File: config.mk
export PLATFORM = sky130hd
export DESIGN_NAME = shapool_supervisor
export DESIGN_NICKNAME = d
export VERILOG_FILES = /design/src/rtl/shapool_supervisor_pkg.sv /design/src/rtl/shapool_supervisor_result_fifo.sv /design/src/rtl/shapool_supervisor.sv
export SDC_FILE = /design/constraint.sdc
export NUM_CORES = 1
export LEC_CHECK = 0
export ABC_AREA = 1
export CAP_MARGIN = 20
export CORE_MARGIN = 3
export CORE_UTILIZATION = 35
export DETAILED_ROUTE_END_ITERATION = 8
export DONT_BUFFER_PORTS = 1
export GPL_TIMING_DRIVEN = 0
export SYNTH_ARGS = -nofsm -noshare
export SYNTH_HDL_FRONTEND = slang
export SYNTH_SLANG_ARGS = --single-unit
File: constraint.sdc
create_clock -name clk_in -period 3.29 [get_ports clk_in]
set_input_delay 0.658 -clock clk_in [delete_from_list [all_inputs] [get_ports clk_in]]
set_output_delay 0.658 -clock clk_in [all_outputs]
set_load 0.01 [all_outputs]
File: src/rtl/shapool_supervisor_pkg.sv
// Shared types for the shapool job supervisor: FSM state encoding and result word sizing.
package shapool_supervisor_pkg;

  typedef enum logic [1:0] {
    IDLE  = 2'd0,
    FLUSH = 2'd1,
    RUN   = 2'd2,
    DONE  = 2'd3
  } state_t;

  localparam int NONCE_W = 32;

  function automatic int result_w(input int match_w);
    return match_w + NONCE_W;
  endfunction

endpackage

File: src/rtl/shapool_supervisor_result_fifo.sv
// Synchronous result FIFO with flush; push while full is accepted only if a pop frees a slot.
module shapool_supervisor_result_fifo #(
  parameter int WIDTH = 40,
  parameter int DEPTH = 4
) (
  input  logic                       clk,
  input  logic                       rst_n,
  input  logic                       flush,
  input  logic                       push,
  input  logic                       pop,
  input  logic [WIDTH-1:0]           din,
  output logic                       valid,
  output logic [WIDTH-1:0]           dout,
  output logic [$clog2(DEPTH):0]     count,
  output logic                       full,
  output logic                       drop
);

  localparam int AW = $clog2(DEPTH);
  localparam int CW = AW + 1;

  logic [WIDTH-1:0] mem [DEPTH];
  logic [AW-1:0]    wr_ptr;
  logic [AW-1:0]    rd_ptr;
  logic             do_push;
  logic             do_pop;
  logic [CW-1:0]    count_next;

  assign full    = (count == CW'(DEPTH));
  assign do_pop  = pop && (count != '0);
  assign do_push = push && (!full || do_pop);
  assign drop    = push && full && !do_pop;
  assign dout    = valid ? mem[rd_ptr] : '0;

  always_comb begin
    count_next = count;
    case ({do_push, do_pop})
      2'b10:   count_next = count + CW'(1);
      2'b01:   count_next = count - CW'(1);
      default: count_next = count;
    endcase
  end

  always_ff @(posedge clk or negedge rst_n) begin
    if (!rst_n) begin
      for (int i = 0; i < DEPTH; i++) mem[i] <= '0;
      wr_ptr <= '0;
      rd_ptr <= '0;
      count  <= '0;
      valid  <= 1'b0;
    end else if (flush) begin
      wr_ptr <= '0;
      rd_ptr <= '0;
      count  <= '0;
      valid  <= 1'b0;
    end else begin
      if (do_push) begin
        mem[wr_ptr] <= din;
        wr_ptr      <= wr_ptr + AW'(1);
      end
      if (do_pop) rd_ptr <= rd_ptr + AW'(1);
      count <= count_next;
      valid <= (count_next != '0);
    end
  end

endmodule

File: src/rtl/shapool_supervisor.sv
// Job sequencer for the shapool: holds the pool in reset, releases it for a bounded sweep,
// buffers matches and reports job state through READY and a status LED.
module shapool_supervisor
  import shapool_supervisor_pkg::*;
#(
  parameter int              POOL_SIZE_LOG2 = 1,
  parameter int              MATCH_W        = 8,
  parameter int              RESET_CYCLES   = 4,
  parameter longint unsigned SWEEP_CYCLES   = (64'd1 << (32 - POOL_SIZE_LOG2)) + 64'd67,
  parameter int              RESULT_DEPTH   = 4,
  parameter int              LED_DIV_LOG2   = 22
) (
  input  logic                              clk_in,
  input  logic                              reset_n_in,
  input  logic                              job_load_in,
  input  logic                              job_abort_in,
  input  logic                              stop_on_match_in,
  input  logic                              pool_success_in,
  input  logic [NONCE_W-1:0]                pool_nonce_in,
  input  logic [MATCH_W-1:0]                pool_flags_in,
  output logic                              core_reset_n_out,
  output logic                              result_valid_out,
  output logic [MATCH_W+NONCE_W-1:0]        result_data_out,
  input  logic                              result_pop_in,
  output logic [$clog2(RESULT_DEPTH):0]     result_count_out,
  output logic                              overflow_out,
  output logic                              busy_out,
  output logic                              ready_out,
  output logic                              status_led_n_out
);

  localparam int RW = result_w(MATCH_W);
  localparam int SW = $clog2(SWEEP_CYCLES + 64'd1);
  localparam int FW = (RESET_CYCLES > 1) ? $clog2(RESET_CYCLES) : 1;
  localparam logic [SW-1:0] SWEEP_LAST = SW'(SWEEP_CYCLES - 64'd1);
  localparam logic [FW-1:0] FLUSH_LAST = FW'(RESET_CYCLES - 1);

  state_t              state;
  logic [FW-1:0]       flush_cnt;
  logic [SW-1:0]       sweep_cnt;
  logic                stop_mode;
  logic [LED_DIV_LOG2:0] led_div;
  logic                push;
  logic                drop;
  logic                fifo_full;

  assign push      = pool_success_in && (state == RUN);
  assign ready_out = (state == DONE) || result_valid_out;

  shapool_supervisor_result_fifo #(
    .WIDTH (RW),
    .DEPTH (RESULT_DEPTH)
  ) u_fifo (
    .clk   (clk_in),
    .rst_n (reset_n_in),
    .flush (job_load_in),
    .push  (push),
    .pop   (result_pop_in),
    .din   ({pool_flags_in, pool_nonce_in}),
    .valid (result_valid_out),
    .dout  (result_data_out),
    .count (result_count_out),
    .full  (fifo_full),
    .drop  (drop)
  );

  always_ff @(posedge clk_in or negedge reset_n_in) begin
    if (!reset_n_in) overflow_out <= 1'b0;
    else if (job_load_in) overflow_out <= 1'b0;
    else if (drop) overflow_out <= 1'b1;
  end

  // Outputs are assigned on the transition edge so they track the state they belong to.
  always_ff @(posedge clk_in or negedge reset_n_in) begin
    if (!reset_n_in) begin
      state            <= IDLE;
      flush_cnt        <= '0;
      sweep_cnt        <= '0;
      stop_mode        <= 1'b0;
      led_div          <= '0;
      core_reset_n_out <= 1'b0;
      busy_out         <= 1'b0;
      status_led_n_out <= 1'b1;
    end else begin
      led_div <= led_div + 1'b1;
      if (job_load_in) begin
        state            <= FLUSH;
        flush_cnt        <= FLUSH_LAST;
        stop_mode        <= stop_on_match_in;
        core_reset_n_out <= 1'b0;
        busy_out         <= 1'b1;
        status_led_n_out <= ~led_div[LED_DIV_LOG2];
      end else begin
        case (state)
          FLUSH: begin
            if (job_abort_in) begin
              state            <= DONE;
              busy_out         <= 1'b0;
              status_led_n_out <= 1'b0;
            end else begin
              status_led_n_out <= ~led_div[LED_DIV_LOG2];
              if (flush_cnt == '0) begin
                state            <= RUN;
                sweep_cnt        <= '0;
                core_reset_n_out <= 1'b1;
              end else begin
                flush_cnt <= flush_cnt - 1'b1;
              end
            end
          end
          RUN: begin
            if (job_abort_in || (sweep_cnt == SWEEP_LAST) || (stop_mode && pool_success_in)) begin
              state            <= DONE;
              core_reset_n_out <= 1'b0;
              busy_out         <= 1'b0;
              status_led_n_out <= 1'b0;
            end else begin
              sweep_cnt        <= sweep_cnt + 1'b1;
              status_led_n_out <= ~led_div[LED_DIV_LOG2];
            end
          end
          default: ;
        endcase
      end
    end
  end

  logic unused_full;
  assign unused_full = fifo_full;

endmodule

==> results.md, run 1 <==
- Slew at the pin closest to its max-slew limit: 0.662 ns
- Biggest area consumer among synthesized cells: dfrtp_1
- Internal power contribution: 5590 µW
- Number of antenna-violating nets in the routed design: 0
- Via count of the first global-routing pass: 9,652
- Combined area of all synthesized cells: 11,600 µm²
- Global-route wire length before repair: 51,500 µm
- Maximum net fanout on the critical path: 10
- Clock latency on the worst-skew pair: 0.54 ns
- Clk buf depth: 3
- Cell repeated most along the worst path: nor2_1
- Critical path's slowest cell: buf_1
- Detailed-route wire length: 32,000 µm
- Cells after Synth: 1,529
- Violated checks: hold timing
- Reg2reg path depth: 10
- Final Net Count: 1,614
- Horiz. Die Dim: 188 µm
- Worst-case vdd ir drop: 439 µV
- RR Startpoint: u_fifo.count[0]
- Routed len/inst: 15.9 µm
- Library cells used by synthesis: 36
- CTS Root Buffer Type: clkbuf_16
- Net count of the mapped netlist: 1,586
- Ports placed on the boundary: 96
- Setup fix buffers added after clock tree synthesis: 0
- Leading cell type by number of instances after synthesis: nand2_1
- Share of total power consumed by net switching: 0.330
- Worst setup skew after layout: 0.0177 ns
- Overall die area: 35,200 µm²
- Sequential cell area fraction in the yosys report: 0.503
- Reg2Reg Capture Point: u_fifo.valid
- Ys async rst share: 1.00
- Crit. path cell count: 6
- DRC violations left: 0
- Hold Vio Cnt, Final: 231
- HPWL after detailed placement: 21,900 µm
- Share of power burned in the clock network: 0.353
- Fraction of layout instances using a drive strength above 1: 0.0647
- Total power density per cell area: 643 nW/µm²
- Max-capacitance violation count: 0
- # diodes: 0
- Unrepaired setup endpoints after global routing: false
- Initial antenna violation count: 3
- Largest stage delay on the critical path: 0.48 ns
- Router iterations before antenna repair: 5
- Total number of H-tree levels: 1
- Max_slew headroom: 0.559
- Chip height: 188 µm
- Buffers plus inverters on the worst setup path: 2
- Average cell area after synthesis: 7.56 µm²
- Area grow syn2layout: 12.2%
- Sum of overflow across all layers after global routing: 0
- Commonest cells post-synth: 405 x nand2_1, 271 x nor2_1, 231 x dfrtp_1, 160 x o21ai_1, 113 x inv_1
- Slack of the worst reg-to-reg path: 0.97 ns
- YS warnings: 0
- Area fraction of the dominant cell type after synthesis: 0.500
- Final hold slack: -0.187 ns
- Post-CTS clock slew at the launch and capture registers of the worst setup and hold paths: 0.06 ns
- Highest clock rate: 0.315 GHz
- TritonCTS clock tree: built
- Post-synth EDFFs: 0
- Fill cell total of the finished layout: 3,369
- Final cycle utilization of the critical path: 0.964
- Initial standard-cell utilization of the core: 0.361
- Count of port buffers added during placement: 0
- Total negative setup slack: 0 ns
- Total routing usage reported by global routing: 0.178
- Setup-failing EPs final: 0
- Standard-cell rows: 65
- Pin count of the biggest net entering global routing: 233
- Core area: 32,000 µm²
- Data arrival, critical path: 2.51 ns
- Final slew viol count: 0
- Number of register bits inferred by synthesis: 232
- Most instantiated flip-flop cell in the synthesis netlist: dfrtp_1
- Net Sw Power: 2750 µW
- Leakage power: 0.00588 µW
- Critical Path, Cell by Cell: clkbuf_1 > buf_1 > nor2_1 > nor2_1 > o21ai_0 > a21oi_1
- Nature of the critical path startpoint: flop
- CTS buffer count: 26
- Largest cells by area after synthesis: dfrtp_1 50%, nand2_1 13%, nor2_1 8.8%, o21ai_1 6.9%, o21ai_0 3.9%
- Via density per instance: 4.94
- Number of clock sinks: 232
- Worst path top cell family by delay: buffers and inverters
- Number of design-rule violations left by the first detailed-router iteration: 729
- Vias after detailed routing: 9,936
- Status: finished with violations
- Required time at the worst-slack endpoint: 2.63 ns
- Comb power frac: 0.231
- Part of the power in registers: 0.416
- Endpoint class of the critical path: output pin
- Crit path time final: 3.17 ns
- Final estimated routing congestion in global placement: 0.879
- Class of the most critical setup path: flop to output pin
- Tightest Hold Check Type: input port to asynchronous set/reset pin
## registers in the layout, summed over array words and instances, names as in the netlist
register and flops:
led_div 23, core_reset_n_out 1, u_fifo.rd_ptr 2, status_led_n_out 1, overflow_out 1, stop_mode 1
flush_cnt 2, busy_out 1, sweep_cnt 32, state 2, u_fifo.count 3, u_fifo.valid 1
u_fifo.wr_ptr 2, u_fifo.mem 160
## kinds of logic (layout without fill, tap and decap cells)
| group | count (synthesis) | in the layout | share of synthesized area |
|---|---|---|---|
| simple gates | 771 | 771 | 0.267 |
| compound gates | 303 | 303 | 0.133 |
| flops | 232 | 232 | 0.503 |
| buf+inv | 189 | 237 | 0.0676 |
| xor+xnor | 24 | 24 | 0.0182 |
| fa+ha+maj | 10 | 10 | 0.0115 |
## power by group through the flow
stage / registers (µW) / clock network [µW] / logic, µW
detailed placement: 3510 / 0 / 1910
global route: 3510 / 3120 / 2200
finish: 3460 / 2940 / 1920
CTS: 3460 / 3020 / 1920
global placement: 3500 / 0 / 1890
floorplan: 3450 / 0 / 1410
## area by class of cell
cell class              count  area [µm²]  share of cell area
inverters                 116         435              0.0336
well taps                 435         544              0.0420
flip-flops and latches    232        5810               0.448
plain buffers              73         347              0.0267
clock buffers              35         704              0.0543
multi-input cells        1108        4970               0.383
clock inverters            13         159              0.0123
## layout by cell type, fill, tap and decap left out, types with 9 or more instances in the layout
cell / count
nand2_1: 405
nor2_1: 271
dfrtp_1: 231
o21ai_1: 160
inv_1: 113
o21ai_0: 89
nand3_1: 57
a21oi_1: 46
clkbuf_1: 38
buf_2: 33
clkbuf_16: 26
xor2_1: 17
nor3_1: 9
ha_1: 9
## worst max path at each step
stage                     startpoint                   to  slack (ns)
finish              u_fifo.rd_ptr[0]  result_data_out[27]        0.12
global route        u_fifo.rd_ptr[1]  result_data_out[27]       0.004
CTS                 u_fifo.rd_ptr[0]  result_data_out[27]        0.11
detailed placement  u_fifo.rd_ptr[0]  result_data_out[27]        0.69
global placement    u_fifo.rd_ptr[0]  result_data_out[27]        0.72
floorplan              result_pop_in         u_fifo.valid        1.18
## repair_timing
action | CTS | global route
gates resized for setup | 0 | 3
setup endpoints to repair | 0 | 2
hold endpoints to repair | 231 | 231
## through the flow
stage | utilization | cells | setup slack, ns | cell area, µm² | total power (µW)
finish | 0.405 | 2012 | 0.118 | 13000 | 8330
global route | 0.405 | 2012 | 0.00373 | 13000 | 8840
CTS | 0.405 | 2012 | 0.114 | 13000 | 8410
detailed placement | 0.378 | 1964 | 0.692 | 12100 | 5420
global placement | 0.378 | 1964 | 0.719 | 12100 | 5390
floorplan | - | 1529 | 1.18 | 11600 | 4860
## layer usage
metal | track usage | up-vias | share of wire
li1 | - | 4931 | -
met1 | 0.242 | 4726 | 0.46
met2 | 0.297 | 234 | 0.46
met3 | 0.0351 | 39 | 0.057
met4 | 0.0361 | 6 | 0.018
met5 | 0 | - | 0.0011
Note: power is estimated with default switching activity, not from simulation.
==> inputs of run 2 (changes only) <==
MAX_ROUTING_LAYER = met4   (was not set)
==> run 2 against run 1 <==
The flow still finishes with violations (hold timing). Non-clock buffer count stayed put. Via count is 0.54% lower. Wire length is 0.15% higher. Utilization is 0.074 points higher. Sequential power hardly changed. Combinational power hardly changed. Flip-flop and latch count stayed put. Clock-buffer cell count is 1 higher. First-iteration DRC count is 4.1% higher. Clock skew is 0.0086 ns lower. Setup slack better by 0.066 ns. Critical path type unchanged. Critical endpoint unchanged.
==> results.md, run 2 (same netlist as run 1, synthesis figures left out) <==
- Endpoint class of the critical path: output pin
- Area grow syn2layout: 12.4%
- Register bank with the most flops: u_fifo.mem
- Post-CTS clock slew at the launch and capture registers of the worst setup and hold paths: 0.06 ns
- Number of design-rule violations left by the first detailed-router iteration: 759
- Fraction of layout instances using a drive strength above 1: 0.0654
- Initial antenna violation count: 3
- Total routing usage reported by global routing: 0.185
- Number of clock sinks: 232
- Hold Vio Cnt, Final: 231
- CTS Root Buffer Type: clkbuf_16
- HPWL after detailed placement: 22,100 µm
- Routed len/inst: 15.9 µm
- Worst-case vdd ir drop: 419 µV
- Total power density per cell area: 646 nW/µm²
- Required time at the worst-slack endpoint: 2.63 ns
- Total number of H-tree levels: 1
- Detailed-route wire length: 32,000 µm
- Crit path time final: 3.11 ns
- Data arrival, critical path: 2.45 ns
- Via count of the first global-routing pass: 9,697
- Tightest Hold Check Type: input port to asynchronous set/reset pin
- Class of the most critical setup path: flop to output pin
- Vias after detailed routing: 9,882
- CTS buffer count: 26
- Unrepaired setup endpoints after global routing: false
- Final cycle utilization of the critical path: 0.944
- Leading cell types in the layout, fill and taps excluded: 405 x nand2_1, 271 x nor2_1, 231 x dfrtp_1
- Highest clock rate: 0.322 GHz
- Overall die area: 35,200 µm²
- Horiz. Die Dim: 188 µm
- Internal power contribution: 5640 µW
- Max-capacitance violation count: 0
- Ports placed on the boundary: 96
- Setup ws final: 0.184 ns
- Fill cell total of the finished layout: 3,373
- Status: finished with violations
- Standard-cell rows: 65
- Cell repeated most along the worst path: clkbuf_1
- Slew at the pin closest to its max-slew limit: 0.762 ns
- Share of power burned in the clock network: 0.358
- Net Sw Power: 2750 µW
- Chip height: 188 µm
- Core area: 32,000 µm²
- Part of the power in registers: 0.413
- Count of port buffers added during placement: 0
- Critical path's slowest cell: a21oi_1
- Final estimated routing congestion in global placement: 0.895
- TritonCTS clock tree: built
- Maximum net fanout on the critical path: 10
- Critical Path, Cell by Cell: clkbuf_1 > clkinv_1 > clkbuf_1 > nor2_1 > o21ai_0 > a21oi_1
- Worst setup skew after layout: 0.00910 ns
- Cell Area, Placed: 12,100 µm²
- Global-route wire length before repair: 52,100 µm
- Worst-case setup slack after placement: 0.726 ns
- Leakage power: 0.00589 µW
- Number of antenna-violating nets in the routed design: 0
- Number of cells in the finished layout apart from fillers: 2,014
- Largest registers ranked by flip-flop count: u_fifo.mem: 160 flops, sweep_cnt: 32 flops, led_div: 23 flops
- Pin count of the biggest net entering global routing: 233
- Router iterations before antenna repair: 6
- Area of all placed cells without fillers: 13,000 µm²
- Nature of the critical path startpoint: flop
- DRC violations left: 0
- Clock latency on the worst-skew pair: 0.53 ns
- Total negative setup slack: 0 ns
- Cells after DPL: 1,964
- Number of flip-flops in the largest register: 160
- Clk buf depth: 3
- Setup-failing EPs final: 0
- Via density per instance: 4.91
- Violated checks: hold timing
- Share of total power consumed by net switching: 0.328
- Leading cell type in the layout, fill and taps excluded: nand2_1
- Final Net Count: 1,614
- Initial standard-cell utilization of the core: 0.361
- Final hold slack: -0.178 ns
- Final slew viol count: 0
- Largest stage delay on the critical path: 0.46 ns
- Max_slew headroom: 0.492
- Sum of overflow across all layers after global routing: 0
- Comb power frac: 0.229
## run 2: worst max-delay path: cells and delay by family, from the launching register on
kind	cells	cell delay [ns]
flops	1	0.32
compound gates	2	0.56
simple gates	1	0.16
buf+inv	3	0.87
## run 2: power by group through the flow
stage	Sequential (µW)	Combinational, µW	Clock (µW)
detailed placement	3510	1920	0
floorplan	3450	1410	0
finish	3460	1920	3010
CTS	3460	1930	3070
global placement	3500	1890	0
global route	3510	2200	3190
## run 2: area by class of cell
cell class | instances | area, µm² | area share
Sequential cell | 232 | 5810 | 0.447
Multi-Input combinational cell | 1108 | 4970 | 0.383
Clock buffer | 36 | 739 | 0.0569
Tap cell | 435 | 544 | 0.0419
Inverter | 116 | 435 | 0.0335
Buffer | 73 | 348 | 0.0268
Clock inverter | 11 | 139 | 0.0107
Antenna cell | 3 | 7.51 | 0.000578
## run 2: per-stage QoR
stage | hold WS (ns) | power [µW] | util
6_report | -0.178 | 8390 | 0.405
5_1_grt | -0.194 | 8900 | 0.405
4_1_cts | -0.195 | 8460 | 0.405
3_5_place_dp | 0.369 | 5430 | 0.378
3_3_place_gp | 0.368 | 5390 | 0.378
2_1_floorplan | 0.362 | 4860 | -
## run 2: per-layer routing
layer / global-route usage / up-vias / wire, µm
met1: 0.250 / 4655 / 14900
met5: - / - / 0
met4: 0.0442 / 0 / 786
met3: 0.0301 / 56 / 1760
li1: - / 4937 / -
met2: 0.295 / 234 / 14600
## run 2: final timing paths
| kind | startpoint | endpoint | slack (ns) | cells past startpoint |
|---|---|---|---|---|
| worst max-delay path | u_fifo.rd_ptr[1] | result_data_out[27] | 0.18 | 6 |
| worst min-delay path | reset_n_in | u_fifo.mem[5] | -0.18 | 0 |
| worst max register to register | u_fifo.count[2] | u_fifo.valid | 0.99 | 10 |
| worst min register to register | led_div[21] | led_div[21] | 0.47 | 1 |
| max in group asynchronous | reset_n_in | u_fifo.mem[0] | 2.83 | 0 |
| min in group clk_in | stop_on_match_in | stop_mode | 0.25 | 2 |
## run 2: what timing repair did
| action | CTS | global route |
|---|---|---|
| gates resized for setup | 0 | 4 |
| setup endpoints to repair | 0 | 3 |
| buffers inserted | 0 | 0 |
| endpoints found under the hold margin | 232 | 231 |
==> inputs of run 3 (changes only) <==
CORE_UTILIZATION = 60   (was 35)
PLACE_DENSITY = 0.78   (was not set)
==> run 3 against run 2 <==
The run still ends with hold timing left. Global-route usage up 12 points. First-iteration DRC count up 15%. Maximum frequency down 1.0%. Critical path depth unchanged. Flip-flop and latch count unchanged. Hold slack about the same. Critical path type unchanged. Largest cell class unchanged.
==> results.md, run 3 (same netlist as run 1, synthesis figures left out) <==
- Max-capacitance violation count: 0
- Vias after detailed routing: 10,300
- Total number of H-tree levels: 1
- Violated checks: hold timing
- Setup ws final: 0.153 ns
- Reg2Reg Capture Point: sweep_cnt[28]
- Fill cell total of the finished layout: 1,592
- Cell Area, Placed: 11,900 µm²
- Chip height: 145 µm
- Leakage power: 0.00590 µW
- HPWL after detailed placement: 20,800 µm
- Initial standard-cell utilization of the core: 0.614
- DRC violations left: 0
- Crit path time final: 3.14 ns
- Overall die area: 21,000 µm²
- Slew at the pin closest to its max-slew limit: 0.673 ns
- Highest clock rate: 0.319 GHz
- Number of antenna-violating nets in the routed design: 0
- Data arrival, critical path: 2.48 ns
- Critical Path, Cell by Cell: clkbuf_1 > clkbuf_1 > nor2_1 > nor2_1 > o21ai_0 > a21oi_1
- Area of all placed cells without fillers: 12,800 µm²
- Tightest Hold Check Type: input port to asynchronous set/reset pin
- Total routing usage reported by global routing: 0.307
- Horiz. Die Dim: 145 µm
- Via density per instance: 5.59
- Share of power burned in the clock network: 0.362
- Via count of the first global-routing pass: 9,997
- Number of clock sinks: 232
- Required time at the worst-slack endpoint: 2.63 ns
- Ports placed on the boundary: 96
- Number of design-rule violations left by the first detailed-router iteration: 874
- Register bank with the most flops: u_fifo.mem
- Comb power frac: 0.227
- Final cycle utilization of the critical path: 0.954
- Number of flip-flops in the largest register: 160
- Post-CTS clock slew at the launch and capture registers of the worst setup and hold paths: 0.06 ns
- Share of total power consumed by net switching: 0.319
- Worst-case setup slack after placement: 0.696 ns
- Status: finished with violations
- Routed len/inst: 16.8 µm
- CTS buffer count: 25
- Router iterations before antenna repair: 8
- Final slew viol count: 0
- Leading cell type in the layout, fill and taps excluded: nand2_1
- # diodes: 0
- Max_slew headroom: 0.551
- Total power density per cell area: 661 nW/µm²
- Net Sw Power: 2700 µW
- Standard-cell rows: 50
- Worst-case vdd ir drop: 729 µV
- Total negative setup slack: 0 ns
- Largest stage delay on the critical path: 0.51 ns
- Endpoint class of the critical path: output pin
- RR Startpoint: sweep_cnt[0]
- Setup-failing EPs final: 0
- Part of the power in registers: 0.411
- Final estimated routing congestion in global placement: 0.975
- TritonCTS clock tree: built
- Internal power contribution: 5750 µW
- Fraction of layout instances using a drive strength above 1: 0.0635
- Pin count of the biggest net entering global routing: 233
- Unrepaired setup endpoints after global routing: false
- Detailed-route wire length: 30,900 µm
- Global-route wire length before repair: 50,100 µm
- Critical path's slowest cell: clkbuf_1
- Largest registers ranked by flip-flop count: u_fifo.mem: 160 flops, sweep_cnt: 32 flops, led_div: 23 flops
- Initial antenna violation count: 0
- Nature of the critical path startpoint: flop
- Final Net Count: 1,613
- Worst setup skew after layout: 0.0139 ns
- Hold Vio Cnt, Final: 231
- Reg2reg path depth: 11
- Count of port buffers added during placement: 0
- Sum of overflow across all layers after global routing: 0
- Final hold slack: -0.178 ns
- Slack of the worst reg-to-reg path: 1.04 ns
- Class of the most critical setup path: flop to output pin
- Core area: 18,800 µm²
- Maximum net fanout on the critical path: 10
- CTS Root Buffer Type: clkbuf_16
- Clock latency on the worst-skew pair: 0.54 ns
- Leading cell types in the layout, fill and taps excluded: 405 x nand2_1, 271 x nor2_1, 231 x dfrtp_1
- Clk buf depth: 3
- Area grow syn2layout: 10.7%
==> run 3: cell count changes in the layout (fill, tap and decap cells not counted) <==
cell and change:
diode_2 -3, bufinv_16 +2, clkbuf_16 -2, clkbuf_8 +2
clkinv_2 -2, clkinvlp_4 -2, clkbuf_1 +1, clkbuf_2 -1
clkinv_4 -1, inv_16 +1
==> run 3: metal layers <==
layer	global-route usage	vias to the layer above	part of all wire
met3	0.0529	67	0.074
met5	-	-	0
li1	-	4922	-
met1	0.401	4878	0.43
met2	0.492	388	0.47
met4	0.100	0	0.029
==> run 3: repair_timing <==
| action | 4_1_cts | 5_1_grt |
|---|---|---|
| endpoints found under the setup margin | 0 | 8 |
| buffers inserted | 0 | 0 |
| gates resized for setup | 0 | 2 |
| endpoints found under the hold margin | 231 | 231 |
==> run 3: stage by stage <==
stage	std cells	util	power (µW)
after global placement	1789	0.631	5310
after CTS	1834	0.679	8460
after floorplan	1529	-	4860
after global routing	1834	0.679	8890
final	1834	0.679	8450
after detailed placement	1789	0.631	5370
==> run 3: layout make-up <==
class	count	area, µm²	area share
Sequential cell	232	5810	0.454
Clock inverter	9	185	0.0145
Inverter	116	435	0.0341
Clock buffer	36	717	0.0561
Buffer	73	347	0.0271
Tap cell	260	325	0.0254
Multi-Input combinational cell	1108	4970	0.389
==> run 3: critical path: cells and delay by family, from the launching register on <==
| kind | cells | cell delay, ns |
|---|---|---|
| buf+inv | 2 | 0.89 |
| simple gates | 2 | 0.21 |
| flops | 1 | 0.39 |
| compound gates | 2 | 0.46 |
==> run 3: power by group through the flow <==
stage,sequential [µW],combinational [µW],clock [µW]
after floorplan,3450,1410,0
after global routing,3510,2150,3220
final,3480,1920,3060
after CTS,3470,1890,3100
after global placement,3500,1820,0
after detailed placement,3510,1860,0
==> run 3: worst max path at each step <==
stage | start | endpoint | slack [ns] | cells past startpoint
floorplan | result_pop_in | u_fifo.valid | 1.18 | 11
global placement | u_fifo.rd_ptr[0] | result_data_out[24] | 0.68 | 6
detailed placement | u_fifo.rd_ptr[0] | result_data_out[24] | 0.70 | 6
CTS | u_fifo.rd_ptr[0] | result_data_out[28] | 0.11 | 6
global route | u_fifo.rd_ptr[0] | result_data_out[24] | 0.006 | 6
finish | u_fifo.rd_ptr[0] | result_data_out[28] | 0.15 | 6
